==> config.mk <==
export PLATFORM = sky130hd
export DESIGN_NAME = sort_pkt_arbiter
export DESIGN_NICKNAME = d
export VERILOG_FILES = /design/src/rtl/sort_pkg.sv /design/src/rtl/sort_pkt_arbiter_rr_select.sv /design/src/rtl/sort_pkt_arbiter.sv
export SDC_FILE = /design/constraint.sdc
export NUM_CORES = 1
export LEC_CHECK = 0
export ABC_CLOCK_PERIOD_IN_PS = 2700
export CAP_MARGIN = 20
export CORE_UTILIZATION = 35
export CTS_CLUSTER_SIZE = 12
export DETAILED_ROUTE_END_ITERATION = 8
export PLACE_DENSITY = 0.81
export SETUP_SLACK_MARGIN = 0.4
export SLEW_MARGIN = 40
export SYNTH_ARGS = -nofsm -noshare
export SYNTH_HDL_FRONTEND = slang
export SYNTH_HIERARCHICAL = 1
export SYNTH_SLANG_ARGS = --single-unit
==> constraint.sdc <==
create_clock -name clk_i -period 2.7 [get_ports clk_i]
set_input_delay 0.54 -clock clk_i [delete_from_list [all_inputs] [get_ports clk_i]]
set_output_delay 0.54 -clock clk_i [all_outputs]
set_load 0.1 [all_outputs]
==> src/rtl/sort_pkg.sv <==
// Shared types for the sort-engine packet arbiter: FSM state encoding and index-width helpers.
package sort_pkg;

    typedef enum logic [1:0] {
        IDLE = 2'd0,
        PASS = 2'd1,
        DROP = 2'd2
    } sort_arb_state_t;

    localparam int N_SRC_DEFAULT = 4;
    localparam int SRC_IDX_W     = $clog2(N_SRC_DEFAULT);

    function automatic int src_idx_w(input int n_src);
        return (n_src > 1) ? $clog2(n_src) : 1;
    endfunction

endpackage

==> src/rtl/sort_pkt_arbiter_rr_select.sv <==
// Round-robin pick: rotate requests so the slot after last_grant is bit 0,
// priority-encode the lowest set bit, then rotate the index back.
module rr_select
    import sort_pkg::*;
#(
    parameter int N_SRC = 4,
    parameter int IDX_W = src_idx_w(N_SRC)
) (
    input  logic [N_SRC-1:0] req,
    input  logic [IDX_W-1:0] last_grant,
    output logic             found,
    output logic [IDX_W-1:0] next_grant
);

    logic [N_SRC-1:0] rotated;
    logic [IDX_W-1:0] src_idx;
    logic [IDX_W-1:0] pick;

    always_comb begin
        rotated = '0;
        src_idx = '0;
        for (int j = 0; j < N_SRC; j++) begin
            src_idx    = IDX_W'((int'(last_grant) + 1 + j) % N_SRC);
            rotated[j] = req[src_idx];
        end

        found = 1'b0;
        pick  = '0;
        for (int j = N_SRC - 1; j >= 0; j--) begin
            if (rotated[j]) begin
                found = 1'b1;
                pick  = IDX_W'(j);
            end
        end

        next_grant = IDX_W'((int'(last_grant) + 1 + int'(pick)) % N_SRC);
    end

endmodule

==> src/rtl/sort_pkt_arbiter.sv <==
// Packet-level round-robin arbiter in front of the sort engine sink port.
// Define SORT_ARB_LEN_GUARD_EN to truncate packets at MAX_PKT_LEN words and drop the excess.
module sort_pkt_arbiter
    import sort_pkg::*;
#(
    parameter int N_SRC       = 4,
    parameter int DWIDTH      = 8,
    parameter int MAX_PKT_LEN = 1024
) (
    input  logic                        clk_i,
    input  logic                        rstn_i,
    input  logic [N_SRC*DWIDTH-1:0]     snk_data_i,
    input  logic [N_SRC-1:0]            snk_startofpacket_i,
    input  logic [N_SRC-1:0]            snk_endofpacket_i,
    input  logic [N_SRC-1:0]            snk_valid_i,
    output logic [N_SRC-1:0]            snk_ready_o,
    output logic [DWIDTH-1:0]           src_data_o,
    output logic                        src_startofpacket_o,
    output logic                        src_endofpacket_o,
    output logic                        src_valid_o,
    input  logic                        src_ready_i,
    output logic [src_idx_w(N_SRC)-1:0] src_channel_o
);

    localparam int IDX_W = src_idx_w(N_SRC);

    if (N_SRC < 2 || MAX_PKT_LEN < 1) begin : g_bad_cfg
        $error("sort_pkt_arbiter: N_SRC must be >= 2 and MAX_PKT_LEN >= 1");
    end

    sort_arb_state_t  state;
    logic [IDX_W-1:0] grant;
    logic [IDX_W-1:0] last_grant;
    logic [IDX_W-1:0] next_grant;
    logic             found;
    logic [N_SRC-1:0] req;

    logic [DWIDTH-1:0] g_data;
    logic              g_valid;
    logic              g_sop;
    logic              g_eop;
    logic              force_eop;
    logic              pass_hs;

    assign req = snk_valid_i & snk_startofpacket_i;

    rr_select #(
        .N_SRC (N_SRC),
        .IDX_W (IDX_W)
    ) u_rr_select (
        .req        (req),
        .last_grant (last_grant),
        .found      (found),
        .next_grant (next_grant)
    );

    always_comb begin
        g_data  = '0;
        g_valid = 1'b0;
        g_sop   = 1'b0;
        g_eop   = 1'b0;
        for (int i = 0; i < N_SRC; i++) begin
            if (grant == IDX_W'(i)) begin
                g_data  = snk_data_i[i*DWIDTH +: DWIDTH];
                g_valid = snk_valid_i[i];
                g_sop   = snk_startofpacket_i[i];
                g_eop   = snk_endofpacket_i[i];
            end
        end
    end

    assign pass_hs = (state == PASS) && g_valid && src_ready_i;

`ifdef SORT_ARB_LEN_GUARD_EN
    localparam int CNT_W = $clog2(MAX_PKT_LEN + 1);

    logic [CNT_W-1:0] word_cnt;

    // Counts words already handshaken, so the MAX_PKT_LEN-th word sees MAX_PKT_LEN-1.
    assign force_eop = (state == PASS) && (word_cnt == CNT_W'(MAX_PKT_LEN - 1));

    always_ff @(posedge clk_i or negedge rstn_i) begin
        if (!rstn_i) begin
            word_cnt <= '0;
        end else if (state != PASS) begin
            word_cnt <= '0;
        end else if (pass_hs) begin
            word_cnt <= word_cnt + CNT_W'(1);
        end
    end
`else
    assign force_eop = 1'b0;
`endif

    // Outputs are gated by rstn_i so they fall as soon as reset asserts.
    always_comb begin
        src_valid_o         = 1'b0;
        src_startofpacket_o = 1'b0;
        src_endofpacket_o   = 1'b0;
        src_data_o          = g_data;
        snk_ready_o         = '0;
        if (rstn_i) begin
            case (state)
                IDLE: begin
                    snk_ready_o = snk_valid_i & ~snk_startofpacket_i;
                end
                PASS: begin
                    src_valid_o         = g_valid;
                    src_startofpacket_o = g_sop;
                    src_endofpacket_o   = g_eop | force_eop;
                    for (int i = 0; i < N_SRC; i++) begin
                        if (grant == IDX_W'(i)) snk_ready_o[i] = src_ready_i;
                    end
                end
                DROP: begin
                    for (int i = 0; i < N_SRC; i++) begin
                        if (grant == IDX_W'(i)) snk_ready_o[i] = 1'b1;
                    end
                end
                default: ;
            endcase
        end
    end

    always_ff @(posedge clk_i or negedge rstn_i) begin
        if (!rstn_i) begin
            state      <= IDLE;
            grant      <= '0;
            last_grant <= IDX_W'(N_SRC - 1);
        end else begin
            case (state)
                IDLE: begin
                    if (found) begin
                        grant <= next_grant;
                        state <= PASS;
                    end
                end
                PASS: begin
                    if (pass_hs && g_eop) begin
                        last_grant <= grant;
                        state      <= IDLE;
                    end
`ifdef SORT_ARB_LEN_GUARD_EN
                    else if (pass_hs && force_eop) begin
                        last_grant <= grant;
                        state      <= DROP;
                    end
`endif
                end
`ifdef SORT_ARB_LEN_GUARD_EN
                DROP: begin
                    if (g_valid && g_eop) state <= IDLE;
                end
`endif
                default: state <= IDLE;
            endcase
        end
    end

    assign src_channel_o = grant;

endmodule

==> results.yml, run 1 <==
run_status:
  status: "complete, no violations"
finish:
  fillers: 181
  layout-drive-gt1-share_pct: 41.9
  nets: 204
  final_cell_count_no_fill: 185
  final_cell_mix: "clkdlybuf4s50_1, buf_12, mux4_2"
  n_antenna_cell: 0
  final_common_cell: "clkdlybuf4s50_1"
  post-route-util_pct: 72.8
  area_growth_pct: 98.6
routing:
  vias: 962
  post-route-drc-count: 0
  vias_per_cell: 5.20
  drtPass1Iterations: 4
  finalWirelength_um: 2650
  wire_per_inst_um: 14.3
  antenna_left: 0
  drt_iter0_markers: 15
setup_path:
  cp-start-kind: "primary input"
  end_kind: "flop"
  reg2reg_from: "last_grant[1]$_DFFE_PN1P_"
  crit_path_top_delay_cell: "mux2_2"
  path_max_fanout: 5
  path_class: "in -> reg"
  crit_chain: "dlygate4sd2_1 -> and2_4 -> nor2b_2 -> a21oi_2 -> o22ai_1 -> o21a_1 -> ha_1 -> xnor2_1 -> xnor2_1 -> xnor2_1 -> mux2_2"
  worst-path-buf-inv: 1
  crit_arrival_ps: 2370
  critPathTopFamily: "XOR/XNOR gates"
  slowest_delay_ps: 260
  worstPathRequired_ps: 2820
  cpMostUsedCell: "xnor2_1"
  cp-startpoint: "snk_startofpacket_i[2]"
global_routing:
  grtUsageMet2_pct: 39.5
  antenna_found_initial: 0
  track_usage_pct: 19.0
  use_met3_pct: 3.77
  grt_util_met1_pct: 18.5
  busiest_layer: "met2"
  grt_pass1_vias: 930
  grt_start_max_net_pins: 20
  grt-ovfl-total: 0
  grt_first_pass_wirelength_um: 3930
synthesis:
  synth_seq_cells: 5
  netlist_instances: 86
  synth.net_count: 134
  yosysWarnings: 6
  seq_area_frac_synth_pct: 14.2
  synthesis.area_um2: 900
  synth_cell_types: 40
  synth.avg_cell_area_um2: 10.5
timing:
  holdWs_ps: 662
  fin_worst_skew_ps: 1.39
  timing.final.ws_setup_ps: 444
  grt_setup_unrepaired: "yes"
  worst_pin_slew_ps: 397
  relSlewSlack_pct: 73.5
  finalHoldViolations: 0
  period_share_pct: 83.5
  finalCriticalPeriod_ps: 2260
  fmax_ghz: 0.443
  slew_viol_final: 0
  report.final.setup_viol: 0
floorplan:
  core_area_um2: 2450
  start_util_pct: 36.6
  die_h_um: 52.7
  die_w_um: 52.7
  dieArea_um2: 2780
  rows: 18
  ioPinCount: 64
power_and_ir_drop:
  vdd_ir_drop_max_mv: 1.14
  powerDensity_nw_per_um2: 1340
  p_leak_nw: 0.737
  finalPower_mw: 2.39
hold_path:
  hp-start: "last_grant[1]$_DFFE_PN1P_"
  hold_path_class: "reg -> reg"
placement:
  place.gp.congestion: 0.878
  dpl_worst_slack_ps: -27.8
  dp_hpwl_um: 2090
  io_buffers: 63
  dp.cells: 177
clocking:
  cts_max_level: 1
  cts_tree: "done"
  cts_made_buffers: 3
  cts_buffer_depth: 2
  clk_pin_slew_ps: 40
  root_buffer: "clkbuf_4"
  clk_latency_ps: 230
  cts_sinks: 5
flow_run:
  maxCapViolCount: 0
## power by group
| part | leakage (nW) | switching [mW] | internal, mW |
|---|---|---|---|
| Sequential | 0.0521 | 0.120 | 0.132 |
| Clock | 0.0150 | 0.0275 | 0.0557 |
| Combinational | 0.670 | 1.19 | 0.857 |
## timing repair
action / in CTS / in global routing
setup endpoints to repair: 3 / 5
pin swaps: 5 / 2
hold buffers: 0 / 0
setup buffers: 2 / 2
resized for setup: 14 / 5
## state kept, by name (all words and copies together), names as in the netlist
name	count
src_channel_o	2
last_grant	2
state	1
## worst register-to-register path: stages, from the launching register on
cell and delay, ps:
dfstp_2 590, nand2b_1 150, a2bb2oi_1 70, o211ai_1 150, o21a_1 150, ha_1 160
xnor2_1 130, xnor2_1 150, xnor2_1 80, mux2_2 260
## synth_stat cells
cell type  instances  share of area (%)
o22ai_2            1                1.4
nand2b_4           1                1.5
dfrtp_1            3                8.3
nor2_1             5                2.1
nor2b_1            5                3.5
nand2_2            1               0.70
nand2b_1           4                2.8
nand3_2            1                1.1
nor3b_1            1               0.83
clkbuf_8           2                3.1
a21boi_0           1               0.83
and2_1             6                4.2
or4_1              1               0.83
o21ai_0            1               0.56
nor3_1             1               0.56
nand2_1            6                2.5
mux4_1             5                 15
and4_1             1               0.97
o211ai_1           1               0.83
mux2_4             3                5.0
a21oi_1            3                1.7
o21a_1             2                1.7
and2b_1            1               0.83
clkbuf_1           1               0.42
o22ai_1            2                1.4
xnor2_1            3                2.9
ha_1               1                1.4
dfstp_2            2                5.8
buf_6              2                2.5
or3b_2             1               0.97
mux4_2             4                 10
o211ai_2           1                1.4
a2bb2oi_1          1               0.97
and3_1             1               0.70
mux2i_1            4                4.5
a22oi_1            1               0.83
nand4_1            1               0.70
inv_1              2               0.83
mux2_2             2                2.5
o311ai_2           1                1.8
## path summary, 6_finish.rpt
check,to,slack [ps],cells past startpoint
setup / recovery,src_channel_o[1]$_DFFE_PN0P_,440,11
hold / removal,last_grant[1]$_DFFE_PN1P_,660,1
setup reg to reg,src_channel_o[1]$_DFFE_PN0P_,700,9
hold reg to reg,last_grant[1]$_DFFE_PN1P_,660,1
max in group asynchronous,last_grant[1]$_DFFE_PN1P_,1690,2
min in group asynchronous,src_channel_o[0]$_DFFE_PN0P_,810,2
## through the flow
stage          TNS [ps]  cell area (um^2)
2_1_floorplan         0               921
3_3_place_gp          0              1700
3_5_place_dp      -27.8              1700
4_1_cts               0              1750
5_1_grt               0              1790
6_report              0              1790
## routing by layer
metal	routed length, um	vias to the layer above
met5	0	-
met4	20	0
met3	298	2
met2	1380	51
met1	951	446
li1	-	463
## cells by family (layout without fill, tap and decap cells)
logic type,after synthesis,count (layout),synth area share [%]
DFF,5,5,14.2
adders and majority gates,1,1,1.39
AOI/OAI and AO/OA,15,15,13.4
muxes,18,18,36.6
and+or+nand+nor,37,37,24.8
xor gates and xnor gates,3,3,2.92
buffers and inverters,7,76,6.82
## area by class of cell
type                       instances  area (um^2)  area share (%)
timing repair buffer              70          837            46.8
multi-input combinational         74          746            41.7
sequential                         5          133            7.42
tap                               30         37.5            2.10
clock buffer                       4         26.3            1.47
inverter                           2         7.51           0.420
No activity file was read; power rests on OpenSTA's default activity.
==> run 2: changes to the inputs <==
--- a/config.mk
+++ b/config.mk
@@ -5,7 +5,7 @@
 export SDC_FILE = /design/constraint.sdc
 export NUM_CORES = 1
 export LEC_CHECK = 0
-export ABC_CLOCK_PERIOD_IN_PS = 2700
+export ABC_CLOCK_PERIOD_IN_PS = 2350
 export CAP_MARGIN = 20
 export CORE_UTILIZATION = 35
 export CTS_CLUSTER_SIZE = 12
==> constraint.sdc (replaced) <==
create_clock -name clk_i -period 2.35 [get_ports clk_i]
set_input_delay 0.47 -clock clk_i [delete_from_list [all_inputs] [get_ports clk_i]]
set_output_delay 0.47 -clock clk_i [all_outputs]
set_load 0.1 [all_outputs]
==> results.yml, run 2 (synthesis results as in run 1) <==
routing:
  post-route-drc-count: 0
  vias: 1081
  finalWirelength_um: 3390
  routed.top_layer: "met4"
  vias_per_cell: 5.15
  wire_per_inst_um: 16.1
  wl_met3_um: 313
  drt_iter0_markers: 13
  wl_met1_um: 1220
  met2_length_um: 1840
  drtPass1Iterations: 4
  antenna_left: 0
global_routing:
  grt-ovfl-total: 0
  grt_first_pass_wirelength_um: 5040
  grt_start_max_net_pins: 11
  antenna_found_initial: 0
  track_usage_pct: 25.2
  grt_pass1_vias: 1153
power_and_ir_drop:
  powerDensity_nw_per_um2: 1520
  vdd_ir_drop_max_mv: 1.45
  p_leak_nw: 0.870
floorplan:
  dieArea_um2: 2780
  rows: 18
  core_area_um2: 2450
  start_util_pct: 36.6
  die_h_um: 52.7
  ioPinCount: 64
  die_w_um: 52.7
placement:
  place.gp.congestion: 0.763
  io_buffers: 63
  dp_hpwl_um: 2390
setup_path:
  path_class: "reg -> out"
  path_max_fanout: 6
  cp-start-kind: "flop"
  reg2reg_from: "last_grant[1]$_DFFE_PN1P_"
  crit_arrival_ps: 1600
  worstPathRequired_ps: 1880
  r2r_cells: 9
  end_kind: "primary output"
  ff2ff_setup_slack_ps: 290
  reg2reg_to: "src_channel_o[1]$_DFFE_PN0P_"
clocking:
  cts_made_buffers: 3
  clk_latency_ps: 250
  cts_max_level: 1
  clk_pin_slew_ps: 50
  cts_buffer_depth: 2
  cts_tree: "done"
  root_buffer: "clkbuf_4"
  cts_sinks: 5
  hold_buffers: 0
timing:
  fin_setup_tns_ps: 0
  report.final.setup_viol: 0
  finalCriticalPeriod_ps: 2070
  fmax_ghz: 0.482
  worst_pin_slew_ps: 334
  grt_setup_unrepaired: "yes"
  slew_viol_final: 0
  period_share_pct: 88.2
  finalHoldViolations: 0
  fin_worst_skew_ps: 6.91
  holdWs_ps: 508
  relSlewSlack_pct: 77.7
finish:
  n_antenna_cell: 0
  final_common_cell: "clkdlybuf4s50_1"
  area_growth_pct: 125
  final_cell_mix: "clkdlybuf4s50_1, buf_4, buf_12"
  layout-drive-gt1-share_pct: 57.8
  fillers: 143
  nets: 229
hold_path:
  hold_path_class: "in -> async"
flow_run:
  maxCapViolCount: 0
run_status:
  status: "complete, no violations"
## run 2: worst max-delay path: stages, from the launching register on
cell	delay, ps
dfrtp_4	480
buf_4	150
mux4_2	530
buf_12	190
## run 2: where the power goes
group	total [mW]	switching (mW)	internal (mW)
sequential	0.253	0.0957	0.157
clock	0.101	0.0370	0.0643
combinational	2.73	1.53	1.20
## run 2: metrics by stage
step                      std cells  instance area, um^2  utilization (%)  worst slack, ps  power [mW]
after floorplan                  86                  961                -              155        1.99
after global placement          190                 1830             74.4             -167        2.61
after detailed placement        190                 1830             74.4             -229        2.64
after CTS                       208                 1990             81.1              297        3.00
after global routing            210                 2030             82.5              225        3.19
final                           210                 2030             82.5              276        3.08
## run 2: worst max path at each step
stage / cells past startpoint / startpoint / slack (ps) / endpoint
after floorplan: 3 / src_channel_o[0]$_DFFE_PN0P_ / 150 / src_data_o[3]
after global placement: 11 / snk_valid_i[1] / -170 / src_channel_o[1]$_DFFE_PN0P_
after detailed placement: 11 / snk_valid_i[1] / -230 / src_channel_o[1]$_DFFE_PN0P_
after CTS: 5 / src_channel_o[0]$_DFFE_PN0P_ / 300 / src_valid_o
after global routing: 9 / last_grant[1]$_DFFE_PN1P_ / 230 / src_channel_o[1]$_DFFE_PN0P_
final: 3 / src_channel_o[0]$_DFFE_PN0P_ / 280 / src_data_o[6]
## run 2: routing by layer
metal,vias to the layer above,global-route usage [%]
met4,0,6.58
li1,515,-
met2,64,51.7
met3,2,5.80
met1,500,24.3
met5,-,0
## run 2: cell type report
cell class	instances	area [um^2]	area share [%]
inverter	2	7.51	0.371
tap	30	37.5	1.85
multi-input combinational	74	801	39.5
clock buffer	4	26.3	1.30
timing repair buffer	95	1020	50.3
sequential	5	135	6.67
## run 2: what timing repair did
action,in CTS,in global routing
gates resized for setup,45,7
pin swaps,12,8
cloned,0,0
endpoints found under the setup margin,17,16
buffers inserted,14,2
